## config.mk

```make
export PLATFORM = sky130hd
export DESIGN_NAME = param_fifo
export DESIGN_NICKNAME = d
export VERILOG_FILES = /design/src/rtl/fifo_pkg.sv /design/src/rtl/fifo_ram.sv /design/src/rtl/param_fifo.sv
export SDC_FILE = /design/constraint.sdc
export NUM_CORES = 1
export LEC_CHECK = 0
export BUFFER_PORTS_ARGS = -buffer_cell sky130_fd_sc_hd__buf_2
export CAP_MARGIN = 20
export CORE_ASPECT_RATIO = 2
export CORE_UTILIZATION = 60
export CTS_CLUSTER_DIAMETER = 30
export DETAILED_ROUTE_END_ITERATION = 10
export HOLD_SLACK_MARGIN = 0.02
export PLACE_DENSITY = 0.79
export SLEW_MARGIN = 20
export SYNTH_ARGS = -nofsm -noshare
export SYNTH_HDL_FRONTEND = slang
export SYNTH_SLANG_ARGS = --single-unit
```

## constraint.sdc

```tcl
create_clock -name clk -period 21.2 [get_ports clk]
set_input_delay 6.36 -clock clk [delete_from_list [all_inputs] [get_ports clk]]
set_output_delay 6.36 -clock clk [all_outputs]
set_load 0.01 [all_outputs]
```

## src/rtl/fifo_pkg.sv

```systemverilog
// fifo_pkg
// Shared helpers for the parametrised FIFO:
//   clog2p1(n) : bits needed to hold a count from 0 to n inclusive
//   is_pow2(n) : true when n is a power of two and at least 2
package fifo_pkg;

    function automatic int clog2p1(input int n);
        return $clog2(n + 1);
    endfunction

    function automatic bit is_pow2(input int n);
        return (n >= 2) && ((n & (n - 1)) == 0);
    endfunction

endpackage

```

## src/rtl/fifo_ram.sv

```systemverilog
// fifo_ram
// Simple dual-port DEPTH x WIDTH storage array.
// Ports:
//   clk, reset          : clock, async active-high reset (read register only)
//   i_wr_en/addr/data   : synchronous write port
//   i_rd_en/addr        : read request; data registered into o_rd_data
//   o_rd_data           : registered read data, holds when no read
module fifo_ram #(
    parameter int WIDTH = 256,
    parameter int DEPTH = 4,
    parameter int AW    = $clog2(DEPTH)
) (
    input  logic             clk,
    input  logic             reset,
    input  logic             i_wr_en,
    input  logic [AW-1:0]    i_wr_addr,
    input  logic [WIDTH-1:0] i_wr_data,
    input  logic             i_rd_en,
    input  logic [AW-1:0]    i_rd_addr,
    output logic [WIDTH-1:0] o_rd_data
);

    logic [WIDTH-1:0] r_mem [DEPTH];

    // Storage is deliberately not reset.
    always_ff @(posedge clk) begin
        if (i_wr_en) begin
            r_mem[i_wr_addr] <= i_wr_data;
        end
    end

    // Read samples the pre-write contents, so a read and write to the same
    // slot on a full FIFO returns the old (oldest) word.
    always_ff @(posedge clk or posedge reset) begin
        if (reset) begin
            o_rd_data <= '0;
        end else if (i_rd_en) begin
            o_rd_data <= r_mem[i_rd_addr];
        end
    end

endmodule

```

## src/rtl/param_fifo.sv

```systemverilog
// param_fifo
// Synchronous FIFO with occupancy level, almost-full/almost-empty flags,
// sticky overflow/underflow errors and a registered read-valid strobe.
// Ports:
//   clk, reset            : clock, async active-high reset
//   wr_en, wr_data        : write request and data
//   rd_en                 : read request
//   rd_data, rd_valid     : registered read data and its one-cycle strobe
//   full, empty           : level == DEPTH / level == 0
//   almost_full/empty     : level >= AFULL_TH / level <= AEMPTY_TH
//   level                 : current occupancy
//   overflow, underflow   : sticky rejected-access errors
//   clr_err               : synchronous clear of the error bits
module param_fifo
    import fifo_pkg::*;
#(
    parameter int WIDTH     = 256,
    parameter int DEPTH     = 4,
    parameter int AFULL_TH  = DEPTH - 1,
    parameter int AEMPTY_TH = 1
) (
    input  logic                        clk,
    input  logic                        reset,
    input  logic                        wr_en,
    input  logic [WIDTH-1:0]            wr_data,
    input  logic                        rd_en,
    output logic [WIDTH-1:0]            rd_data,
    output logic                        rd_valid,
    output logic                        full,
    output logic                        empty,
    output logic                        almost_full,
    output logic                        almost_empty,
    output logic [clog2p1(DEPTH)-1:0]   level,
    output logic                        overflow,
    output logic                        underflow,
    input  logic                        clr_err
);

    localparam int AW = $clog2(DEPTH);
    localparam int LW = clog2p1(DEPTH);
    localparam logic [LW-1:0] FULL_LVL   = LW'(DEPTH);
    localparam logic [LW-1:0] AFULL_LVL  = LW'(AFULL_TH);
    localparam logic [LW-1:0] AEMPTY_LVL = LW'(AEMPTY_TH);

    if (!is_pow2(DEPTH)) begin : g_chk_depth
        $error("param_fifo: DEPTH must be a power of two >= 2");
    end
    if (AFULL_TH > DEPTH) begin : g_chk_afull
        $error("param_fifo: AFULL_TH must not exceed DEPTH");
    end
    if (AEMPTY_TH >= DEPTH) begin : g_chk_aempty
        $error("param_fifo: AEMPTY_TH must be below DEPTH");
    end

    logic [AW-1:0] r_wr_ptr;
    logic [AW-1:0] r_rd_ptr;
    logic          w_rd_acc;
    logic          w_wr_acc;
    logic [LW-1:0] w_level_nxt;

    // Accepts use the flags registered at the start of the cycle; a full
    // FIFO can still take a write when a read frees a slot in the same cycle.
    assign w_rd_acc = rd_en & ~empty;
    assign w_wr_acc = wr_en & (~full | w_rd_acc);

    always_comb begin
        w_level_nxt = level;
        case ({w_wr_acc, w_rd_acc})
            2'b10:   w_level_nxt = level + LW'(1);
            2'b01:   w_level_nxt = level - LW'(1);
            default: w_level_nxt = level;
        endcase
    end

    always_ff @(posedge clk or posedge reset) begin
        if (reset) begin
            r_wr_ptr     <= '0;
            r_rd_ptr     <= '0;
            level        <= '0;
            full         <= 1'b0;
            empty        <= 1'b1;
            almost_full  <= (AFULL_TH == 0);
            almost_empty <= 1'b1;
            rd_valid     <= 1'b0;
            overflow     <= 1'b0;
            underflow    <= 1'b0;
        end else begin
            if (w_wr_acc) begin
                r_wr_ptr <= r_wr_ptr + AW'(1);
            end
            if (w_rd_acc) begin
                r_rd_ptr <= r_rd_ptr + AW'(1);
            end
            level        <= w_level_nxt;
            full         <= (w_level_nxt == FULL_LVL);
            empty        <= (w_level_nxt == '0);
            almost_full  <= (w_level_nxt >= AFULL_LVL);
            almost_empty <= (w_level_nxt <= AEMPTY_LVL);
            rd_valid     <= w_rd_acc;
            // A new rejection in the same cycle as clr_err keeps the bit set.
            overflow     <= (wr_en & ~w_wr_acc) | (overflow  & ~clr_err);
            underflow    <= (rd_en & ~w_rd_acc) | (underflow & ~clr_err);
        end
    end

    fifo_ram #(
        .WIDTH (WIDTH),
        .DEPTH (DEPTH),
        .AW    (AW)
    ) u_ram (
        .clk       (clk),
        .reset     (reset),
        .i_wr_en   (w_wr_acc),
        .i_wr_addr (r_wr_ptr),
        .i_wr_data (wr_data),
        .i_rd_en   (w_rd_acc),
        .i_rd_addr (r_rd_ptr),
        .o_rd_data (rd_data)
    );

endmodule

```

==> results of run 1 <==
## state kept, by name (all words and copies together) (netlist names)
name and count:
empty 1, overflow 1, r_rd_ptr 2, almost_empty 1
underflow 1, full 1, almost_full 1, r_wr_ptr 2
u_ram.o_rd_data 256, u_ram.r_mem 1024, level 3, rd_valid 1
## power groups by stage
stage	clock network [uW]	logic, uW	registers (uW)
after detailed placement	0	2210	3750
after global placement	0	2120	3720
after global routing	2500	2360	3760
after floorplan	0	1440	3880
final	2380	2210	3720
after CTS	2410	2230	3720
## layout make-up
class,count,area (um^2),area share (%)
clock inverters,79,905.9,1.603
repair buffers,555,2969,5.253
inverters,7,36.28,0.06419
multi-input cells,1061,10100,17.88
flip-flops and latches,1294,37510,66.36
well taps,1043,1305,2.309
clock buffers,159,3621,6.406
diodes,29,72.57,0.1284
## cell usage in the layout, fill, tap and decap left out, types with 6 or more instances in the layout
master | Yosys | layout
edfxtp_1 | 1024 | 1024
buf_2 | 46 | 526
mux2i_1 | 512 | 512
dfrtp_1 | 268 | 267
nand2_1 | 258 | 258
o221ai_2 | 230 | 230
clkbuf_16 | 0 | 137
diode_2 | 0 | 29
o221ai_1 | 26 | 26
clkinv_2 | 0 | 23
buf_4 | 25 | 20
bufinv_16 | 0 | 13
inv_6 | 0 | 12
clkbuf_8 | 0 | 11
clkbuf_1 | 21 | 11
clkinvlp_4 | 0 | 11
inv_8 | 0 | 7
xnor2_1 | 6 | 6
clkinv_4 | 0 | 6
buf_12 | 0 | 6
## synthesized netlist by cell type, types with 2 or more instances
| cell | count | share of area, % |
|---|---|---|
| clkbuf_1 | 21 | 0.16 |
| buf_6 | 41 | 0.95 |
| o21ai_0 | 2 | 0.021 |
| nand2_1 | 258 | 2.0 |
| buf_2 | 46 | 0.47 |
| xnor2_1 | 6 | 0.11 |
| buf_1 | 6 | 0.046 |
| clkbuf_4 | 3 | 0.046 |
| buf_4 | 25 | 0.39 |
| mux2i_1 | 512 | 11 |
| and2_1 | 4 | 0.051 |
| nor3_1 | 3 | 0.031 |
| mux2_2 | 2 | 0.046 |
| dfrtp_1 | 268 | 14 |
| ha_1 | 5 | 0.13 |
| o221ai_1 | 26 | 0.47 |
| dfstp_2 | 2 | 0.11 |
| edfxtp_1 | 1024 | 63 |
| inv_1 | 6 | 0.046 |
| o221ai_2 | 230 | 7.1 |
## metal layers
metal  routed length [um]  global-route usage [%]
met4                 3641                   10.58
met2                53980                   42.54
met1                39990                   32.59
met5                  382                       0
met3                 9789                   8.020
## critical path, cell delays in order
cell,delay (ns)
buf_2,0.12
nand2b_4,0.54
inv_4,0.14
nand2b_4,0.71
buf_4,0.83
buf_4,0.95
o221ai_2,0.20
## per-stage QoR
stage | setup WS [ns] | util (%) | total power, uW | instance area, um^2 | instances
2_1_floorplan | 7.405 | - | 5312 | 48620 | 2504
3_3_place_gp | 11.07 | 64.68 | 5838 | 51870 | 3958
5_1_grt | 11.60 | 70.45 | 8622 | 56490 | 4213
4_1_cts | 11.75 | 70.33 | 8354 | 56400 | 4196
3_5_place_dp | 10.99 | 64.69 | 5966 | 51870 | 3958
6_report | 11.72 | 70.49 | 8305 | 56530 | 4227
## cells by family after synthesis
group                    share of synthesized area, %
flip-flops                                      77.14
multiplexers                                    10.59
AND/OR/NAND/NOR                                 2.190
AO/OA/AOI/OAI                                   7.679
buffers and inverters                           2.123
XOR/XNOR                                       0.1081
adder cells (fa/ha/maj)                        0.1698
## worst paths after layout
check	start	end	slack (ns)	depth (start not counted)
setup reg to reg	r_rd_ptr[0]	u_ram.o_rd_data[92]	16.88	5
setup / recovery	rd_en	u_ram.o_rd_data[221]	11.72	7
max in group asynchronous	reset	u_ram.o_rd_data[38]	12.09	5
hold reg to reg	u_ram.o_rd_data[166]	u_ram.o_rd_data[166]	0.48	2
hold / removal	u_ram.o_rd_data[166]	u_ram.o_rd_data[166]	0.48	2
min in group asynchronous	reset	u_ram.o_rd_data[173]	5.77	2
==> results by group, run 1 <==
Outcome
  • Status: finished clean

Synth
  • Cells after Synth: 2504
  • Sequential cell area fraction in the yosys report: 77.14%
  • Syn. warnings: 0
  • Mapped Area: 48620 um^2
  • Synth Register Bits: 1294
  • Synth Flop Type: edfxtp_1
  • Fraction of registers with async set/reset: 20.87%
  • EDFF count, synth: 1024
  • Syn Nets: 2771
  • Synth cell types: 34
  • Syn avg cell area: 19.42 um^2

Global routing
  • Vias in the first global route: 26725
  • Gr usage total: 26.12%
  • Largest net degree at the start of global routing: 148
  • Grt total ovfl: 0
  • First-pass GRT wire length: 160100 um
  • Initial antenna violation count: 53

STA
  • Slew Limit Fails: 0
  • Fin Clk Skew: 0.03129 ns
  • Worst Hold Slack: 0.4789 ns
  • Final Hold Viols: 0
  • Tcrit/Tclk final: 44.72%
  • FMAX: 105.5 MHz
  • Final TNS setup: 0 ns
  • RSZ-0062 raised after global routing: false
  • Worst slew margin: 9.507%
  • Measured slew at the worst slew-check pin: 1.357 ns
  • Final min period: 9.481 ns
  • Final setup violation count: 0

Floorplan
  • Die area: 82250 um^2
  • Die W: 203.3 um
  • # rows: 147
  • Die height: 404.6 um
  • I/O pin cnt: 527
  • Core area: 80190 um^2
  • Initial core utilization: 60.63%

Cells and area
  • Layout Area Growth over Synthesis: 16.26%
  • Nets: 3317
  • FILL cells: 4966
  • Layout cells sized above 1: 32.49%

Routing
  • Drt first pass iters: 8
  • DRC Markers: 0
  • DR vias/cell: 5.999
  • Wire per inst: 25.50 um
  • Via count: 25357
  • Initial DRC Count: 1877
  • Antenna Nets Post-Route: 0
  • Wirelength, routed: 107800 um

Worst setup path
  • CP Launch Type: primary input
  • CP required: 21.74 ns
  • Setup CP Type: primary input to flip-flop
  • Worst-path fanout max: 56
  • Critical path capture point type: flip-flop
  • Crit path arrival time: 10.02 ns

Placed design
  • Gpl congestion: 0.7983
  • PortBufs: 526
  • Detailed Place HPWL: 61640 um

Clock network
  • Cts hold-fix bufs: 0
  • CTS buffer count: 131
  • Clk Latency, worst-skew pair: 0.72 ns
  • TritonCTS clock tree: built
  • CTS resizes: 0
  • CTS max path bufs: 3
  • Clock slew at reported path FFs: 0.07 ns
  • CTS root buf: clkbuf_16
  • Clock sinks: 1294
  • Setup Buffers After CTS: 0
  • H-tree Lvls: 4

Power
  • Peak supply drop: 139.7 uV
  • Sw frac: 31.86%
  • Comb power frac: 26.6%
  • Clock share of power: 28.7%
  • Cell internal pwr: 5659 uW
  • Leak Pwr: 0.02166 uW
  • Flop pwr share: 44.7%
  • Sw power: 2646 uW
  • Power per cell area: 146.9 nW/um^2

Min path
  • Hold Crit Class: flip-flop to flip-flop

Flow run
  • Max Cap Viol: 0
Note: power is estimated with default switching activity, not from simulation.
==> inputs of run 2 (changes only) <==
--- a/config.mk
+++ b/config.mk
@@ -8,11 +8,11 @@
 export BUFFER_PORTS_ARGS = -buffer_cell sky130_fd_sc_hd__buf_2
 export CAP_MARGIN = 20
 export CORE_ASPECT_RATIO = 2
-export CORE_UTILIZATION = 60
+export CORE_UTILIZATION = 53
 export CTS_CLUSTER_DIAMETER = 30
 export DETAILED_ROUTE_END_ITERATION = 10
 export HOLD_SLACK_MARGIN = 0.02
-export PLACE_DENSITY = 0.79
+export PLACE_DENSITY = 0.74
 export SLEW_MARGIN = 20
 export SYNTH_ARGS = -nofsm -noshare
 export SYNTH_HDL_FRONTEND = slang
==> constraint.sdc (replaced) <==
create_clock -name clk -period 8.15 [get_ports clk]
set_input_delay 2.445 -clock clk [delete_from_list [all_inputs] [get_ports clk]]
set_output_delay 2.445 -clock clk [all_outputs]
set_load 0.01 [all_outputs]
==> run 2 against run 1 <==
Effect of this change: global-route usage fell by 2.3 points; final cell count is 3.7% higher; worst setup slack got worse by 8.2 ns; sequential share of layout area is 0.73 points lower; clock power increased to 2.8 times the previous value; wire length increased by 2.2%; clock skew rose by 0.0036 ns; sequential power grew to 2.6 times the previous value.
==> results by group, run 2 (same netlist as run 1, synthesis figures left out) <==
Routing
  • Via count: 25382
  • Antenna Nets Post-Route: 0
  • Wirelength, routed: 110100 um
  • Initial DRC Count: 1801
  • DRC Markers: 0
  • DR vias/cell: 5.792
  • Drt first pass iters: 5
  • Wire per inst: 25.14 um

Cells and area
  • FILL cells: 6313
  • Number of flip-flops in the largest register: 1024
  • Nets: 3328
  • Regs by FF count: u_ram.r_mem (1024), u_ram.o_rd_data (256), level (3)
  • Multi-input gate area: 10100 um^2
  • Commonest non-fill, non-tap cell in the layout: edfxtp_1
  • Register area: 37510 um^2
  • Core Util, Final: 63.11%
  • Most frequent cells in the layout: 1024 x edfxtp_1, 526 x buf_2, 512 x mux2i_1, 267 x dfrtp_1, 258 x nand2_1
  • Finished Cell Area: 57150 um^2
  • Layout Area Growth over Synthesis: 17.55%
  • Most flop-heavy register: u_ram.r_mem
  • Layout cells sized above 1: 32.74%

Clock network
  • Setup Buffers After CTS: 0
  • Clock slew at reported path FFs: 0.06 ns
  • TritonCTS clock tree: built
  • CTS resizes: 0
  • Cts hold-fix bufs: 0
  • Clk Latency, worst-skew pair: 0.76 ns
  • Clock sinks: 1294
  • CTS root buf: clkbuf_16
  • H-tree Lvls: 4
  • CTS buffer count: 140
  • CTS max path bufs: 3

Power
  • Tot Pwr: 21950 uW
  • Leak Pwr: 0.02184 uW
  • Peak supply drop: 312.6 uV
  • Power per cell area: 384.1 nW/um^2

STA
  • Measured slew at the worst slew-check pin: 1.298 ns
  • Final min period: 4.590 ns
  • Tcrit/Tclk final: 56.32%
  • Final Hold Viols: 0
  • RSZ-0062 raised after global routing: false
  • Final setup violation count: 0
  • Slew Limit Fails: 0
  • Fin Clk Skew: 0.03488 ns
  • Worst slew margin: 13.50%
  • Worst Hold Slack: 0.4818 ns
  • Final TNS setup: 0 ns
  • FMAX: 217.8 MHz

Worst setup path
  • CP Launch Type: primary input
  • Reg2Reg Setup Slack: 4.86 ns
  • Critical path capture point type: flip-flop
  • CP required: 8.52 ns
  • Crit path arrival time: 4.96 ns
  • Worst-path fanout max: 90
  • Setup CP Type: primary input to flip-flop

Outcome
  • Status: finished clean

Global routing
  • Initial antenna violation count: 39
  • Gr usage total: 23.83%
  • Largest net degree at the start of global routing: 146
  • Grt total ovfl: 0
  • First-pass GRT wire length: 165900 um
  • Vias in the first global route: 27265

Flow run
  • Max Cap Viol: 0

Placed design
  • Gpl congestion: 0.7767
  • PortBufs: 526
  • Area post-placement: 52210 um^2
  • Detailed Place HPWL: 63490 um

Floorplan
  • Die area: 93030 um^2
  • Core area: 90570 um^2
  • # rows: 156
  • Die W: 216.2 um
  • Initial core utilization: 53.69%
  • Die height: 430.3 um
  • I/O pin cnt: 527

Min path
  • Hold Crit Class: flip-flop to flip-flop
-- run 2: path summary, 6_finish.rpt --
path | start | to | cells after the start
worst max-delay path | rd_en | u_ram.r_mem[3][220] | 5
worst min-delay path | u_ram.o_rd_data[44] | u_ram.o_rd_data[44] | 2
worst max register to register | r_rd_ptr[0] | u_ram.o_rd_data[127] | 4
worst min register to register | u_ram.o_rd_data[44] | u_ram.o_rd_data[44] | 2
max in group asynchronous | reset | u_ram.o_rd_data[98] | 4
min in group asynchronous | reset | u_ram.o_rd_data[230] | 3
-- run 2: power by group --
group	switching, uW	internal, uW
Clock	2670	3880
Combinational	3600	2200
Sequential	703	8900
-- run 2: worst max-delay path: stages --
cell and delay [ns]:
buf_2 0.11, nand2b_4 0.33, a21boi_2 0.52, and2_4 0.84, buf_12 0.44
-- run 2: cell type report --
type / instances / share of cell area, %
Sequential cell: 1294 / 65.64
Multi-Input combinational cell: 1061 / 17.68
Clock buffer: 174 / 6.868
Timing Repair Buffer: 557 / 5.386
Tap cell: 1185 / 2.594
Clock inverter: 87 / 1.705
Antenna cell: 17 / 0.07443
Inverter: 7 / 0.05692
-- run 2: metal layers --
layer	part of all wire [%]	GRT usage (%)	vias to the layer above
met1	39	29.43	13193
met3	7.6	7.189	220
met4	3.0	8.451	44
met5	0.25	0	-
met2	51	39.66	852
li1	-	-	11073
-- run 2: per-stage QoR --
step           setup slack, ns  std cells
6_report                 3.560       4382
5_1_grt                  3.410       4375
4_1_cts                  3.610       4365
3_5_place_dp             2.793       4104
3_3_place_gp             2.814       4104
2_1_floorplan            1.660       2504
